**config.mk**
```make
export PLATFORM = sky130hd
export DESIGN_NAME = lsu_axi_bridge_flat
export DESIGN_NICKNAME = d
export VERILOG_FILES = /design/src/rtl/lsu_axi_bridge_if.sv /design/src/rtl/lsu_axi_bridge.sv /design/src/flat_wrapper.sv
export SDC_FILE = /design/constraint.sdc
export NUM_CORES = 1
export LEC_CHECK = 0
export CAP_MARGIN = 10
export CORE_ASPECT_RATIO = 0.6
export CORE_MARGIN = 5
export CORE_UTILIZATION = 37
export CTS_CLUSTER_DIAMETER = 50
export DETAILED_ROUTE_END_ITERATION = 8
export GPL_TIMING_DRIVEN = 0
export PLACE_DENSITY = 0.77
export SLEW_MARGIN = 15
export SYNTH_ARGS = -nofsm -noshare
export SYNTH_HDL_FRONTEND = slang
export SYNTH_SLANG_ARGS = --single-unit
```
**constraint.sdc**
```tcl
create_clock -name clk -period 4.5 [get_ports clk]
set_input_delay 0.9 -clock clk [delete_from_list [all_inputs] [get_ports clk]]
set_output_delay 0.9 -clock clk [all_outputs]
set_load 0.005 [all_outputs]
```
**src/rtl/lsu_axi_bridge_if.sv**
```systemverilog
// rtl/lsu_axi_bridge_if.sv - LSU request/response bundle and AXI4-Lite bundle
interface lsu_if #(parameter int ADDR_W = 32, parameter int DATA_W = 32);
    logic [ADDR_W-1:0] araddr;
    logic              arvalid;
    logic [7:0]        rstrb;
    logic [DATA_W-1:0] rdata;
    logic              rvalid;
    logic [ADDR_W-1:0] awaddr;
    logic              awvalid;
    logic [DATA_W-1:0] wdata;
    logic [7:0]        wstrb;
    logic              wvalid;
    logic              wready;
    logic              err;

    modport master (
        output araddr, arvalid, rstrb, awaddr, awvalid, wdata, wstrb, wvalid,
        input  rdata, rvalid, wready, err
    );
    modport slave (
        input  araddr, arvalid, rstrb, awaddr, awvalid, wdata, wstrb, wvalid,
        output rdata, rvalid, wready, err
    );
endinterface

interface axi_lite_if #(parameter int ADDR_W = 32, parameter int DATA_W = 32);
    logic [ADDR_W-1:0]   araddr;
    logic [2:0]          arsize;
    logic                arvalid;
    logic                arready;
    logic [DATA_W-1:0]   rdata;
    logic [1:0]          rresp;
    logic                rvalid;
    logic                rready;
    logic [ADDR_W-1:0]   awaddr;
    logic [2:0]          awsize;
    logic                awvalid;
    logic                awready;
    logic [DATA_W-1:0]   wdata;
    logic [DATA_W/8-1:0] wstrb;
    logic                wvalid;
    logic                wready;
    logic [1:0]          bresp;
    logic                bvalid;
    logic                bready;

    modport master (
        output araddr, arsize, arvalid, rready, awaddr, awsize, awvalid,
               wdata, wstrb, wvalid, bready,
        input  arready, rdata, rresp, rvalid, awready, wready, bresp, bvalid
    );
    modport slave (
        input  araddr, arsize, arvalid, rready, awaddr, awsize, awvalid,
               wdata, wstrb, wvalid, bready,
        output arready, rdata, rresp, rvalid, awready, wready, bresp, bvalid
    );
endinterface

```
**src/rtl/lsu_axi_bridge.sv**
```systemverilog
// rtl/lsu_axi_bridge.sv - LSU load/store requests to single AXI4-Lite transactions
module lsu_axi_bridge #(
    parameter int ADDR_W = 32,
    parameter int DATA_W = 32
) (
    input  logic      clk,
    input  logic      rst,
    lsu_if.slave      lsu,
    axi_lite_if.master axi
);
    typedef enum logic [2:0] {IDLE, RD_A, RD_D, WR_AW, WR_B, RESP, GAP} state_t;

    state_t              state_q, state_d;
    logic [ADDR_W-1:0]   araddr_q, araddr_d;
    logic [2:0]          arsize_q, arsize_d;
    logic                arvalid_q, arvalid_d;
    logic                rready_q, rready_d;
    logic [ADDR_W-1:0]   awaddr_q, awaddr_d;
    logic [2:0]          awsize_q, awsize_d;
    logic                awvalid_q, awvalid_d;
    logic [DATA_W-1:0]   wdata_q, wdata_d;
    logic [DATA_W/8-1:0] wstrb_q, wstrb_d;
    logic                wvalid_q, wvalid_d;
    logic                bready_q, bready_d;
    logic                aw_done_q, aw_done_d;
    logic                w_done_q, w_done_d;
    logic [DATA_W-1:0]   lsu_rdata_q, lsu_rdata_d;
    logic                lsu_rvalid_q, lsu_rvalid_d;
    logic                lsu_wready_q, lsu_wready_d;
    logic                lsu_err_q, lsu_err_d;
    logic                aw_hs, w_hs;

    function automatic logic [2:0] size_of(input logic [7:0] strb);
        case (strb)
            8'h01:   size_of = 3'd0;
            8'h03:   size_of = 3'd1;
            default: size_of = 3'd2;
        endcase
    endfunction

    assign aw_hs = awvalid_q & axi.awready;
    assign w_hs  = wvalid_q & axi.wready;

    always_comb begin
        state_d      = state_q;
        araddr_d     = araddr_q;
        arsize_d     = arsize_q;
        arvalid_d    = arvalid_q;
        rready_d     = rready_q;
        awaddr_d     = awaddr_q;
        awsize_d     = awsize_q;
        awvalid_d    = awvalid_q;
        wdata_d      = wdata_q;
        wstrb_d      = wstrb_q;
        wvalid_d     = wvalid_q;
        bready_d     = bready_q;
        aw_done_d    = aw_done_q;
        w_done_d     = w_done_q;
        lsu_rdata_d  = lsu_rdata_q;
        lsu_rvalid_d = 1'b0;
        lsu_wready_d = 1'b0;
        lsu_err_d    = 1'b0;

        case (state_q)
            IDLE: begin
                if (lsu.arvalid) begin
                    araddr_d  = lsu.araddr;
                    arsize_d  = size_of(lsu.rstrb);
                    arvalid_d = 1'b1;
                    state_d   = RD_A;
                end else if (lsu.awvalid && lsu.wvalid) begin
                    awaddr_d  = lsu.awaddr;
                    awsize_d  = size_of(lsu.wstrb);
                    // Misaligned strobes that spill past lane 3 are simply truncated.
                    wstrb_d   = lsu.wstrb[3:0] << lsu.awaddr[1:0];
                    wdata_d   = lsu.wdata << {lsu.awaddr[1:0], 3'b000};
                    awvalid_d = 1'b1;
                    wvalid_d  = 1'b1;
                    aw_done_d = 1'b0;
                    w_done_d  = 1'b0;
                    state_d   = WR_AW;
                end
            end
            RD_A: begin
                if (axi.arready) begin
                    arvalid_d = 1'b0;
                    rready_d  = 1'b1;
                    state_d   = RD_D;
                end
            end
            RD_D: begin
                if (axi.rvalid) begin
                    rready_d     = 1'b0;
                    lsu_rdata_d  = axi.rdata;
                    lsu_rvalid_d = 1'b1;
                    lsu_err_d    = |axi.rresp;
                    state_d      = RESP;
                end
            end
            WR_AW: begin
                if (aw_hs) begin
                    awvalid_d = 1'b0;
                    aw_done_d = 1'b1;
                end
                if (w_hs) begin
                    wvalid_d = 1'b0;
                    w_done_d = 1'b1;
                end
                if ((aw_done_q || aw_hs) && (w_done_q || w_hs)) begin
                    bready_d = 1'b1;
                    state_d  = WR_B;
                end
            end
            WR_B: begin
                if (axi.bvalid) begin
                    bready_d     = 1'b0;
                    lsu_wready_d = 1'b1;
                    lsu_err_d    = |axi.bresp;
                    state_d      = RESP;
                end
            end
            RESP:    state_d = GAP;
            // The LSU still holds its request level here; let it fall before re-arbitrating.
            GAP:     state_d = IDLE;
            default: state_d = IDLE;
        endcase
    end

    always_ff @(posedge clk or posedge rst) begin
        if (rst) begin
            state_q      <= IDLE;
            araddr_q     <= '0;
            arsize_q     <= '0;
            arvalid_q    <= 1'b0;
            rready_q     <= 1'b0;
            awaddr_q     <= '0;
            awsize_q     <= '0;
            awvalid_q    <= 1'b0;
            wdata_q      <= '0;
            wstrb_q      <= '0;
            wvalid_q     <= 1'b0;
            bready_q     <= 1'b0;
            aw_done_q    <= 1'b0;
            w_done_q     <= 1'b0;
            lsu_rdata_q  <= '0;
            lsu_rvalid_q <= 1'b0;
            lsu_wready_q <= 1'b0;
            lsu_err_q    <= 1'b0;
        end else begin
            state_q      <= state_d;
            araddr_q     <= araddr_d;
            arsize_q     <= arsize_d;
            arvalid_q    <= arvalid_d;
            rready_q     <= rready_d;
            awaddr_q     <= awaddr_d;
            awsize_q     <= awsize_d;
            awvalid_q    <= awvalid_d;
            wdata_q      <= wdata_d;
            wstrb_q      <= wstrb_d;
            wvalid_q     <= wvalid_d;
            bready_q     <= bready_d;
            aw_done_q    <= aw_done_d;
            w_done_q     <= w_done_d;
            lsu_rdata_q  <= lsu_rdata_d;
            lsu_rvalid_q <= lsu_rvalid_d;
            lsu_wready_q <= lsu_wready_d;
            lsu_err_q    <= lsu_err_d;
        end
    end

    assign axi.araddr  = araddr_q;
    assign axi.arsize  = arsize_q;
    assign axi.arvalid = arvalid_q;
    assign axi.rready  = rready_q;
    assign axi.awaddr  = awaddr_q;
    assign axi.awsize  = awsize_q;
    assign axi.awvalid = awvalid_q;
    assign axi.wdata   = wdata_q;
    assign axi.wstrb   = wstrb_q;
    assign axi.wvalid  = wvalid_q;
    assign axi.bready  = bready_q;

    assign lsu.rdata   = lsu_rdata_q;
    assign lsu.rvalid  = lsu_rvalid_q;
    assign lsu.wready  = lsu_wready_q;
    assign lsu.err     = lsu_err_q;
endmodule
```
**src/flat_wrapper.sv**
```systemverilog
// flat-port wrapper written by rule: the top's interface ports become plain ports
module lsu_axi_bridge_flat 
#(
    parameter int ADDR_W = 32,
    parameter int DATA_W = 32
)
  (clk, rst, lsu_araddr, lsu_arvalid, lsu_rstrb, lsu_awaddr, lsu_awvalid, lsu_wdata, lsu_wstrb, lsu_wvalid, lsu_rdata, lsu_rvalid, lsu_wready, lsu_err, axi_araddr, axi_arsize, axi_arvalid, axi_rready, axi_awaddr, axi_awsize, axi_awvalid, axi_wdata, axi_wstrb, axi_wvalid, axi_bready, axi_arready, axi_rdata, axi_rresp, axi_rvalid, axi_awready, axi_wready, axi_bresp, axi_bvalid);
  lsu_if #(.ADDR_W(ADDR_W), .DATA_W(DATA_W)) lsu_i ();
  axi_lite_if #(.ADDR_W(ADDR_W), .DATA_W(DATA_W)) axi_i ();
  input  logic clk;
  input  logic rst;
  input wire logic [$bits(lsu_i.araddr)-1:0] lsu_araddr;
  input wire logic [$bits(lsu_i.arvalid)-1:0] lsu_arvalid;
  input wire logic [$bits(lsu_i.rstrb)-1:0] lsu_rstrb;
  input wire logic [$bits(lsu_i.awaddr)-1:0] lsu_awaddr;
  input wire logic [$bits(lsu_i.awvalid)-1:0] lsu_awvalid;
  input wire logic [$bits(lsu_i.wdata)-1:0] lsu_wdata;
  input wire logic [$bits(lsu_i.wstrb)-1:0] lsu_wstrb;
  input wire logic [$bits(lsu_i.wvalid)-1:0] lsu_wvalid;
  output wire logic [$bits(lsu_i.rdata)-1:0] lsu_rdata;
  output wire logic [$bits(lsu_i.rvalid)-1:0] lsu_rvalid;
  output wire logic [$bits(lsu_i.wready)-1:0] lsu_wready;
  output wire logic [$bits(lsu_i.err)-1:0] lsu_err;
  output wire logic [$bits(axi_i.araddr)-1:0] axi_araddr;
  output wire logic [$bits(axi_i.arsize)-1:0] axi_arsize;
  output wire logic [$bits(axi_i.arvalid)-1:0] axi_arvalid;
  output wire logic [$bits(axi_i.rready)-1:0] axi_rready;
  output wire logic [$bits(axi_i.awaddr)-1:0] axi_awaddr;
  output wire logic [$bits(axi_i.awsize)-1:0] axi_awsize;
  output wire logic [$bits(axi_i.awvalid)-1:0] axi_awvalid;
  output wire logic [$bits(axi_i.wdata)-1:0] axi_wdata;
  output wire logic [$bits(axi_i.wstrb)-1:0] axi_wstrb;
  output wire logic [$bits(axi_i.wvalid)-1:0] axi_wvalid;
  output wire logic [$bits(axi_i.bready)-1:0] axi_bready;
  input wire logic [$bits(axi_i.arready)-1:0] axi_arready;
  input wire logic [$bits(axi_i.rdata)-1:0] axi_rdata;
  input wire logic [$bits(axi_i.rresp)-1:0] axi_rresp;
  input wire logic [$bits(axi_i.rvalid)-1:0] axi_rvalid;
  input wire logic [$bits(axi_i.awready)-1:0] axi_awready;
  input wire logic [$bits(axi_i.wready)-1:0] axi_wready;
  input wire logic [$bits(axi_i.bresp)-1:0] axi_bresp;
  input wire logic [$bits(axi_i.bvalid)-1:0] axi_bvalid;
  assign lsu_i.araddr = lsu_araddr;
  assign lsu_i.arvalid = lsu_arvalid;
  assign lsu_i.rstrb = lsu_rstrb;
  assign lsu_i.awaddr = lsu_awaddr;
  assign lsu_i.awvalid = lsu_awvalid;
  assign lsu_i.wdata = lsu_wdata;
  assign lsu_i.wstrb = lsu_wstrb;
  assign lsu_i.wvalid = lsu_wvalid;
  assign lsu_rdata = lsu_i.rdata;
  assign lsu_rvalid = lsu_i.rvalid;
  assign lsu_wready = lsu_i.wready;
  assign lsu_err = lsu_i.err;
  assign axi_araddr = axi_i.araddr;
  assign axi_arsize = axi_i.arsize;
  assign axi_arvalid = axi_i.arvalid;
  assign axi_rready = axi_i.rready;
  assign axi_awaddr = axi_i.awaddr;
  assign axi_awsize = axi_i.awsize;
  assign axi_awvalid = axi_i.awvalid;
  assign axi_wdata = axi_i.wdata;
  assign axi_wstrb = axi_i.wstrb;
  assign axi_wvalid = axi_i.wvalid;
  assign axi_bready = axi_i.bready;
  assign axi_i.arready = axi_arready;
  assign axi_i.rdata = axi_rdata;
  assign axi_i.rresp = axi_rresp;
  assign axi_i.rvalid = axi_rvalid;
  assign axi_i.awready = axi_awready;
  assign axi_i.wready = axi_wready;
  assign axi_i.bresp = axi_bresp;
  assign axi_i.bvalid = axi_bvalid;
  lsu_axi_bridge #(.ADDR_W(ADDR_W), .DATA_W(DATA_W)) u_core (.clk(clk), .rst(rst), .lsu(lsu_i), .axi(axi_i));
endmodule
```
# Word level (Yosys, flattened, before mapping)
# Index checks and enable logic that the tools add are counted.
dict set report word_totals {
  register_bits 151
  input_bits 158
  output_inout_bits 146
  wordCells 99
}
dict set report op_classes {
  eq_ne 19
  shift 2
  n_mux 37
  n_bitwise 3
  n_reduce_logical 20
}
# cell n
set op_table {}
lappend op_table {{$shl 32x5->32} 1}
lappend op_table {{$mux 1} 20}
lappend op_table {{$mux 3} 6}
lappend op_table {{$pmux 3 s6} 1}
lappend op_table {{$eq 8x1->1 const B} 2}
lappend op_table {{$eq 8x2->1 const B} 2}
lappend op_table {{$pmux 1 s2} 8}
lappend op_table {{$reduce_and 3->1} 4}
lappend op_table {{$ne 2x2->1 const B} 5}
lappend op_table {{$ne 2x1->1 const B} 4}
lappend op_table {{$pmux 2 s2} 2}
lappend op_table {{$reduce_and 4->1} 2}
lappend op_table {{$reduce_bool 2->1} 4}
lappend op_table {{$eq 3x2->1 const B} 2}
lappend op_table {{$eq 3x3->1 const B} 2}
lappend op_table {{$reduce_and 5->1} 1}
lappend op_table {{$reduce_and 2->1} 2}
lappend op_table {{$reduce_or 2->1} 2}
lappend op_table {{$shl 4x2->4} 1}
lappend op_table {{$eq 3x1->1 const B} 1}
lappend op_table {{$logic_not 3->1} 1}
lappend op_table {{$ne 3x2->1 const B} 1}
lappend op_table {{$and 1x1->1} 2}
lappend op_table {{$logic_and 1x1->1} 2}
lappend op_table {{2 further kinds} 3}

# Longest topological paths before layout
# Gate-level depths: netlist of the first run.
dict set report depth {
  ltp_word 5
  ltp_mapped 8
  ltp_nobuf 4
}

# Worst setup path before layout of the first run
# No wires, ideal clock.
dict set report synth_path {
  path_kind {input -> register}
  start {input port lsu_arvalid}
  end {register u_core.araddr_q[0], in the netlist u_core.axi.araddr[0]}
  setup_ns 0.125
  t_arrival_ns 1.844
  required_time_ns 4.375
  path_slack_ns 2.532
  path_stages 3
  n_path_buf 1
  path_cell_list {nor4b_4 -> buf_6 -> mux2_2}
}
dict set report synth_between {
  elab_chain_len 1
}
# item line_no
set synth_lines {}
lappend synth_lines {{from (decl)} flat_wrapper.sv:13} ;# input wire logic [$bits(lsu_i.arvalid)-1:0] lsu_arvalid;
lappend synth_lines {{$reduce_and 2->1 (no source line)} n/a}
lappend synth_lines {{to (signal assigned)} lsu_axi_bridge.sv:151} ;# araddr_q <= araddr_d;
lappend synth_lines {{to (decl)} lsu_axi_bridge.sv:14} ;# logic [ADDR_W-1:0] araddr_q, araddr_d;
# No other way between the ends.
# A chain may end at the register's enable or synchronous reset.

# Worst setup path in the final report of the first run
dict set report layout_path {
  start {input port lsu_awaddr[1]}
  end {register u_core.wstrb_q[0], in the netlist u_core.axi.wstrb[0]}
}
dict set report layout_between {
  elab_chain_len 1
}
# item line_no
set layout_lines {}
lappend layout_lines {{from (decl)} flat_wrapper.sv:15} ;# input wire logic [$bits(lsu_i.awaddr)-1:0] lsu_awaddr;
lappend layout_lines {{$shl 4x2->4} lsu_axi_bridge.sv:75} ;# wstrb_d = lsu.wstrb[3:0] << lsu.awaddr[1:0];
lappend layout_lines {{to (signal assigned)} lsu_axi_bridge.sv:159} ;# wstrb_q <= wstrb_d;
lappend layout_lines {{to (decl)} lsu_axi_bridge.sv:22} ;# logic [DATA_W/8-1:0] wstrb_q, wstrb_d;
# No other way between the ends.

==> results_dict.tcl, run 1 <==
set metrics [dict create \
    status "completed" \
    critPathSlowestCell "clkdlybuf4s50_1" \
    setup.worst_path.end "u_core.axi.wstrb[0]$_DFFE_PP0P_" \
    worstMarginPinSlew_ns 0.718 \
    final_cell_mix "clkdlybuf4s50_1, dfrtp_1, nand2_1" \
    dieArea_mm2 0.0198 \
    clock_path_buffers 2 \
    synth.avg_cell_area_um2 11.4 \
    power.density_mw_per_mm2 608 \
    finalSetupViolCount 0 \
    critPathKind "input pin to register" \
    synth_flop_cell "dfrtp_1" \
    crit_path_max_incr_delay_ns 0.50 \
    async_reset_ff_share_pct 100 \
    clk_latency_ns 0.41 \
    cts_hold_buf 0 \
    grt_use_total_pct 19.8 \
    start_util_pct 37.2 \
    postPlaceCellArea_mm2 0.00973 \
    ys_ff_latch 149 \
    io_pins 304 \
    min_period_ns 2.60 \
    drc 0 \
    switchingPower_mw 1.83 \
    dp_hpwl_mm 15.9 \
    hold_viol 0 \
    htree_levels 4 \
    ys_types 40 \
    worstSetupStartpointType "input pin" \
    peakVddDrop_v 0.000272 \
    grt_max_degree 35 \
    p_sw_share_pct 29.1 \
    combPwrFrac_pct 40.9 \
    vias 5371 \
    gr-total-overflow 0 \
    cp.arrival_ns 2.89 \
    crit_start "lsu_awaddr[1]" \
    power.internal_mw 4.45 \
    endpoint_kind "register" \
    cp.depth 6 \
    rows 37 \
    preCtsSetupSlack_ns 1.53 \
    timing.rr.end "u_core.axi.araddr[6]$_DFFE_PP0P_" \
    drive_gt1_share_pct 15.0 \
    clkPwrFrac_pct 22.7 \
    path_cells "clkdlybuf4s50_1, buf_1, clkbuf_1, nor2_1, nand3_1, nand2_1" \
    root_buffer "clkbuf_16" \
    finalPower_mw 6.28 \
    cts_resized 0 \
    ant_nets 0 \
    antenna_found_initial 0 \
    cts_tree "yes" \
    nets 1038 \
    layout_commonest_cell "clkdlybuf4s50_1" \
    p_seq_share_pct 36.5 \
    power.leakage_nw 4.47 \
    area_delta_synth_final_pct 63.6 \
    clkTransAtPathRegs_ns 0.06 \
    wl_per_cell_um 17.5 \
    hold_class "register to register" \
    period_share_pct 57.9 \
    fin_ws_ns 1.90 \
    gp_congestion 0.858 \
    fin_skew_ns 0.00918 \
    numClockSinks 149 \
    postSynthCellCount 553 \
    yosys_warnings 0 \
    die_h_um 111 \
    maxCapViolCount 0 \
    wl_mm 19.7 \
    worst-path-buf-inv 3 \
    initialDrtViolationCount 244 \
    final_cell_area_mm2 0.0103 \
    crit_family "buffers and inverters" \
    slew_viol_final 0 \
    setup_tns_ns 0 \
    cts_setup_buffers 0 \
    dr.pass1.iters 4 \
    grt_pass1_vias 5691 \
    die_w_um 179 \
    grt_pass1_wl_mm 30.8 \
    rr_startpoint "u_core.state_q[1]$_DFFE_PP0P_" \
    ys_seq_area_share_pct 59.1 \
    ff2ff_path_depth 4 \
    coreArea_mm2 0.0169 \
    slew_headroom_pct 52.0 \
    n_antenna_cell 0 \
    r2r_slack_ns 2.57 \
    final_core_utilization_pct 60.9 \
    cts_buffers 17 \
    synth_area_mm2 0.00631 \
    crit_fanout 10 \
    max_freq_mhz 384 \
    io_buffers 301 \
    cp.required_ns 4.79 \
    viasPerCell 4.77 \
    synth-edff-count 0 \
    grt_setup_unrepaired "false" \
]
## logic make-up after synthesis
group	synth area share [%]
AO/OA/AOI/OAI	6.82
adder cells (fa/ha/maj)	0.198
buffers and inverters	3.83
flip-flops	59.1
multiplexers	16.1
other	0.0594
AND/OR/NAND/NOR	13.9
## cell type report
class	count	area, µm²
fill	1370	6620
tap	234	293
buffer	35	223
clock buffer	19	443
sequential	149	3730
inverter	5	22.5
clock inverter	13	149
multi-input combinational	365	2340
timing repair buffer	306	3120
## stage by stage
step                hold slack [ns]  cells
detailed placement            0.460   1094
CTS                           0.474   1126
floorplan                     0.463    554
global route                  0.489   1126
global placement              0.451   1089
finish                        0.469   1126
## routing by layer
layer  wire length (µm)  track usage [%]
met5                  0                0
met4                217             3.93
met3               2310             9.54
met2               8980             30.9
met1               8230             25.0
## registers in the layout, indices dropped and copies added (netlist names)
signal	cells
u_core.axi.araddr	32
u_core.lsu.wready	1
u_core.lsu.err	1
u_core.axi.awvalid	1
u_core.w_done_q	1
u_core.lsu.rvalid	1
u_core.axi.wdata	32
u_core.axi.arsize	2
u_core.axi.awaddr	32
u_core.axi.bready	1
u_core.state_q	3
u_core.axi.wvalid	1
u_core.axi.arvalid	1
u_core.axi.awsize	2
u_core.axi.wstrb	4
u_core.axi.rready	1
u_core.aw_done_q	1
u_core.lsu.rdata	32
## worst min path at each step
stage | depth (start not counted) | startpoint | endpoint | slack [ns]
2_1_floorplan | 2 | u_core.axi.wdata[0]$_DFFE_PP0P_ | u_core.axi.wdata[0]$_DFFE_PP0P_ | 0.46
3_3_place_gp | 2 | u_core.axi.wdata[1]$_DFFE_PP0P_ | u_core.axi.wdata[1]$_DFFE_PP0P_ | 0.45
3_5_place_dp | 2 | u_core.axi.wdata[0]$_DFFE_PP0P_ | u_core.axi.wdata[0]$_DFFE_PP0P_ | 0.46
4_1_cts | 2 | u_core.axi.wdata[0]$_DFFE_PP0P_ | u_core.axi.wdata[0]$_DFFE_PP0P_ | 0.47
5_1_grt | 2 | u_core.axi.awaddr[8]$_DFFE_PP0P_ | u_core.axi.awaddr[8]$_DFFE_PP0P_ | 0.49
6_report | 2 | u_core.axi.wdata[0]$_DFFE_PP0P_ | u_core.axi.wdata[0]$_DFFE_PP0P_ | 0.47
## Yosys cell counts, types with 8 or more instances
library cell    n  area, µm²
a211oi_1        9       67.6
nor2_1         25       93.8
mux2_2         68        766
nand3_1        12       60.1
clkbuf_1       10       37.5
buf_4           8       60.1
nor2b_1        11       68.8
a21oi_1        25        125
dfrtp_1       149       3730
o31ai_1         9       67.6
mux2i_1        18        180
nand2_1       140        526
o21ai_0        13       65.1
## power by group through the flow
stage	combinational (mW)	clock, mW	sequential (mW)
4_1_cts	2.61	1.47	2.29
3_3_place_gp	2.55	0	2.28
2_1_floorplan	0.891	0	2.33
5_1_grt	2.79	1.52	2.38
6_report	2.57	1.42	2.29
3_5_place_dp	2.60	0	2.31
## worst register-to-register path, cell delays in order, from the launching register on
cell and delay (ns):
dfrtp_1 0.42, buf_4 0.19, nor4b_4 0.61, buf_6 0.24, mux2_2 0.34
No activity file was read; power rests on OpenSTA's default activity.
==> inputs of run 2 (changes only) <==
- clock period: 4.5 -> 2.13 ns (I/O delays scaled with it)
==> results_dict.tcl, run 2 (synthesis gave the netlist of run 1 again) <==
set metrics [dict create \
    cp.arrival_ns 2.32 \
    io_pins 304 \
    cts_buffers 17 \
    cts_tree "yes" \
    crit_fanout 10 \
    antenna_found_initial 0 \
    grt_pass1_wl_mm 30.8 \
    nets 1038 \
    numClockSinks 149 \
    cp.required_ns 2.47 \
    cts_hold_buf 0 \
    die_w_um 179 \
    coreArea_mm2 0.0169 \
    power.internal_mw 9.40 \
    dieArea_mm2 0.0198 \
    grt_setup_unrepaired "false" \
    vias 5359 \
    switchingPower_mw 3.86 \
    slew_viol_final 0 \
    period_share_pct 93.2 \
    status "completed" \
    combPwrFrac_pct 40.9 \
    wl_mm 19.8 \
    n_antenna_cell 0 \
    crit_path_max_incr_delay_ns 0.59 \
    rows 37 \
    clock_path_buffers 2 \
    initialDrtViolationCount 241 \
    endpoint_kind "register" \
    min_period_ns 1.98 \
    cts_resized 0 \
    clkPwrFrac_pct 22.7 \
    final_cell_area_mm2 0.0103 \
    power.leakage_nw 4.48 \
    die_h_um 111 \
    clkTransAtPathRegs_ns 0.06 \
    p_sw_share_pct 29.1 \
    worstSetupStartpointType "input pin" \
    htree_levels 4 \
    finalPower_mw 13.3 \
    root_buffer "clkbuf_16" \
    path_cells "clkdlybuf4s50_1, buf_1, clkbuf_2, nor2_1, nand3_1, nand2_1" \
    critPathSlowestCell "nor2_1" \
    area_delta_synth_final_pct 63.6 \
    clk_latency_ns 0.41 \
    hold_class "input pin to asynchronous set/reset pin" \
    max_freq_mhz 504 \
    fillers 1369 \
    p_seq_share_pct 36.5 \
    grt_max_degree 35 \
    ant_nets 0 \
    maxCapViolCount 0 \
    finalSetupViolCount 0 \
    grt_pass1_vias 5691 \
    critPathKind "input pin to register" \
    dp_hpwl_mm 15.9 \
    slew_headroom_pct 52.5 \
    cts_setup_buffers 0 \
    grt_use_total_pct 19.8 \
    power.density_mw_per_mm2 1280 \
    final_cell_mix "clkdlybuf4s50_1, dfrtp_1, nand2_1" \
    hold_viol 0 \
    postPlaceCellArea_mm2 0.00973 \
    drc 0 \
    layout_commonest_cell "clkdlybuf4s50_1" \
    peakVddDrop_v 0.000574 \
    start_util_pct 37.2 \
    gp_congestion 0.858 \
    wl_per_cell_um 17.5 \
    viasPerCell 4.76 \
    drive_gt1_share_pct 15.1 \
    dr.pass1.iters 4 \
    io_buffers 301 \
    worstMarginPinSlew_ns 0.710 \
    gr-total-overflow 0 \
    fin_skew_ns 0.00918 \
]
==> run 2: cell count changes in the layout (fill, tap and decap cells not counted) <==
cell      delta
clkbuf_1     -1
clkbuf_2     +1
==> run 2: final timing paths <==
path	start	end	slack, ns	cells after the start
worst max-delay path	lsu_awaddr[1]	u_core.axi.wstrb[0]$_DFFE_PP0P_	0.15	6
worst min-delay path	rst	u_core.axi.araddr[10]$_DFFE_PP0P_	0.41	2
worst max register to register	u_core.state_q[1]$_DFFE_PP0P_	u_core.axi.araddr[6]$_DFFE_PP0P_	0.20	4
worst min register to register	u_core.axi.wdata[0]$_DFFE_PP0P_	u_core.axi.wdata[0]$_DFFE_PP0P_	0.47	2
max in group asynchronous	rst	u_core.axi.awaddr[18]$_DFFE_PP0P_	1.00	4
min in group clk	u_core.axi.wdata[0]$_DFFE_PP0P_	u_core.axi.wdata[0]$_DFFE_PP0P_	0.47	2
==> run 2: power by group through the flow <==
stage          registers [mW]  logic, mW  clock network, mW
2_1_floorplan            4.93       1.88                  0
3_3_place_gp             4.82       5.39                  0
3_5_place_dp             4.88       5.49                  0
4_1_cts                  4.84       5.52               3.10
5_1_grt                  5.03       5.89               3.22
6_report                 4.84       5.42               3.01
==> run 2: per-stage QoR <==
stage / utilization (%) / hold slack (ns) / setup TNS, ns / worst slack [ns] / instances
finish: 60.9 / 0.407 / 0 / 0.145 / 1126
global route: 60.9 / 0.421 / 0 / 0.0656 / 1126
detailed placement: 57.4 / 0.460 / -16.64 / -0.369 / 1094
global placement: 56.8 / 0.451 / -241.21 / -1.54 / 1089
floorplan: - / 0.463 / -25.48 / -0.171 / 554
CTS: 60.9 / 0.394 / 0 / 0.0713 / 1126
==> run 2: routing by layer <==
metal  part of all wire, %  wire, µm  up-vias  global-route usage, %
met5                     0         0        -                      0
met4                   1.1       217        0                   3.93
met3                    12      2400       19                   9.54
met2                    45      8980      227                   30.9
met1                    41      8160     2568                   25.0
li1                      -         -     2545                      -
==> run 2: cell type report <==
| cell class | count | area (µm²) | area share, % |
|---|---|---|---|
| clock buffer | 19 | 443 | 4.29 |
| multi-input combinational | 365 | 2340 | 22.7 |
| tap | 234 | 293 | 2.84 |
| buffer | 35 | 224 | 2.17 |
| clock inverter | 13 | 149 | 1.44 |
| inverter | 5 | 22.5 | 0.218 |
| timing repair buffer | 306 | 3120 | 30.2 |
| sequential | 149 | 3730 | 36.1 |
==> run 2: worst max-delay path: cells and delay by family <==
| kind | cells | cell delay (ns) |
|---|---|---|
| buffers and inverters | 3 | 1.03 |
| and+or+nand+nor | 3 | 0.86 |
==> inputs of run 3 (changes only) <==
- MAX_ROUTING_LAYER: default -> met4
==> results_dict.tcl, run 3 (synthesis gave the netlist of run 1 again) <==
set metrics [dict create \
    status "completed" \
    cts_tree "yes" \
    io_buffers 301 \
    cts_setup_buffers 0 \
    die_w_um 179 \
    grt_use_total_pct 20.3 \
    io_pins 304 \
    power.leakage_nw 4.48 \
    final_core_utilization_pct 60.9 \
    critPathKind "input pin to register" \
    initialDrtViolationCount 250 \
    ant_nets 0 \
    period_share_pct 92.1 \
    p_sw_share_pct 29.2 \
    endpoint_kind "register" \
    cp.arrival_ns 2.30 \
    cts_hold_buf 0 \
    coreArea_mm2 0.0169 \
    viasPerCell 4.78 \
    r2r_slack_ns 0.20 \
    peakVddDrop_v 0.000581 \
    postPlaceCellArea_mm2 0.00973 \
    wl_per_cell_um 17.5 \
    cts_resized 0 \
    combPwrFrac_pct 40.8 \
    power.density_mw_per_mm2 1290 \
    grt_setup_unrepaired "false" \
    start_util_pct 37.2 \
    grt_max_degree 35 \
    switchingPower_mw 3.87 \
    root_buffer "clkbuf_16" \
    clock_path_buffers 2 \
    dr.pass1.iters 4 \
    grt_pass1_vias 5702 \
    crit_fanout 10 \
    slew_viol_final 0 \
    die_h_um 111 \
    min_period_ns 1.96 \
    clkTransAtPathRegs_ns 0.06 \
    dieArea_mm2 0.0198 \
    layout_commonest_cell "clkdlybuf4s50_1" \
    clk_latency_ns 0.41 \
    n_antenna_cell 0 \
    hold_viol 0 \
    cts_buffers 17 \
    p_seq_share_pct 36.4 \
    area_delta_synth_final_pct 63.6 \
    numClockSinks 149 \
    clkPwrFrac_pct 22.7 \
    final_cell_mix "clkdlybuf4s50_1, dfrtp_1, nand2_1" \
    gp_congestion 0.871 \
    slew_headroom_pct 53.3 \
    hold_class "input pin to asynchronous set/reset pin" \
    finalPower_mw 13.3 \
    drc 0 \
    power.internal_mw 9.40 \
    maxCapViolCount 0 \
    grt_pass1_wl_mm 30.8 \
    setup_tns_ns 0 \
    worstMarginPinSlew_ns 0.700 \
    final_cell_area_mm2 0.0103 \
    rows 37 \
    worstSetupStartpointType "input pin" \
    drive_gt1_share_pct 15.1 \
    dp_hpwl_mm 15.9 \
    wl_mm 19.8 \
    nets 1038 \
    cp.required_ns 2.47 \
    vias 5380 \
    fin_skew_ns 0.00905 \
    htree_levels 4 \
    antenna_found_initial 0 \
    gr-total-overflow 0 \
    max_freq_mhz 510 \
    finalSetupViolCount 0 \
]
==> run 3: cell counts in the layout (fill, tap and decap cells not counted) <==
Identical to the previous run, type by type.
==> run 3: final timing paths <==
check                                                     to  depth (start not counted)                             from
max in group asynchronous  u_core.axi.awaddr[18]$_DFFE_PP0P_                          4                              rst
setup reg to reg            u_core.axi.araddr[6]$_DFFE_PP0P_                          4    u_core.state_q[1]$_DFFE_PP0P_
hold reg to reg              u_core.axi.wdata[0]$_DFFE_PP0P_                          2  u_core.axi.wdata[0]$_DFFE_PP0P_
hold / removal             u_core.axi.araddr[10]$_DFFE_PP0P_                          2                              rst
setup / recovery             u_core.axi.wstrb[0]$_DFFE_PP0P_                          6                    lsu_awaddr[1]
min in group clk             u_core.axi.wdata[0]$_DFFE_PP0P_                          2  u_core.axi.wdata[0]$_DFFE_PP0P_
==> run 3: worst max-delay path: stages <==
cell and delay, ns:
clkdlybuf4s50_1 0.44, buf_1 0.29, clkbuf_2 0.30, nor2_1 0.58
nand3_1 0.17, nand2_1 0.10
==> run 3: layout make-up <==
cell class / instances / area (µm²)
Tap cell: 234 / 293
Clock inverter: 13 / 149
Multi-Input combinational cell: 365 / 2340
Clock buffer: 19 / 443
Sequential cell: 149 / 3730
Inverter: 5 / 22.5
Buffer: 35 / 224
Timing Repair Buffer: 306 / 3120
Fill cell: 1369 / 6620
==> run 3: layer usage <==
layer,GRT usage [%],part of all wire [%]
met5,-,0
met4,3.93,1.1
met3,8.18,11
met2,30.9,45
met1,25.9,43
==> run 3: metrics by stage <==
stage,setup WS (ns),hold WS (ns),instances
5_1_grt,0.0658,0.421,1126
4_1_cts,0.0713,0.394,1126
2_1_floorplan,-0.171,0.463,554
3_3_place_gp,-1.54,0.451,1089
3_5_place_dp,-0.369,0.460,1094
6_report,0.168,0.405,1126
==> run 3: power by group through the flow <==
| stage | logic [mW] | clock network, mW | registers [mW] |
|---|---|---|---|
| after floorplan | 1.88 | 0 | 4.93 |
| after global placement | 5.39 | 0 | 4.82 |
| after detailed placement | 5.49 | 0 | 4.88 |
| after CTS | 5.52 | 3.10 | 4.84 |
| after global routing | 5.89 | 3.21 | 5.03 |
| final | 5.42 | 3.01 | 4.84 |
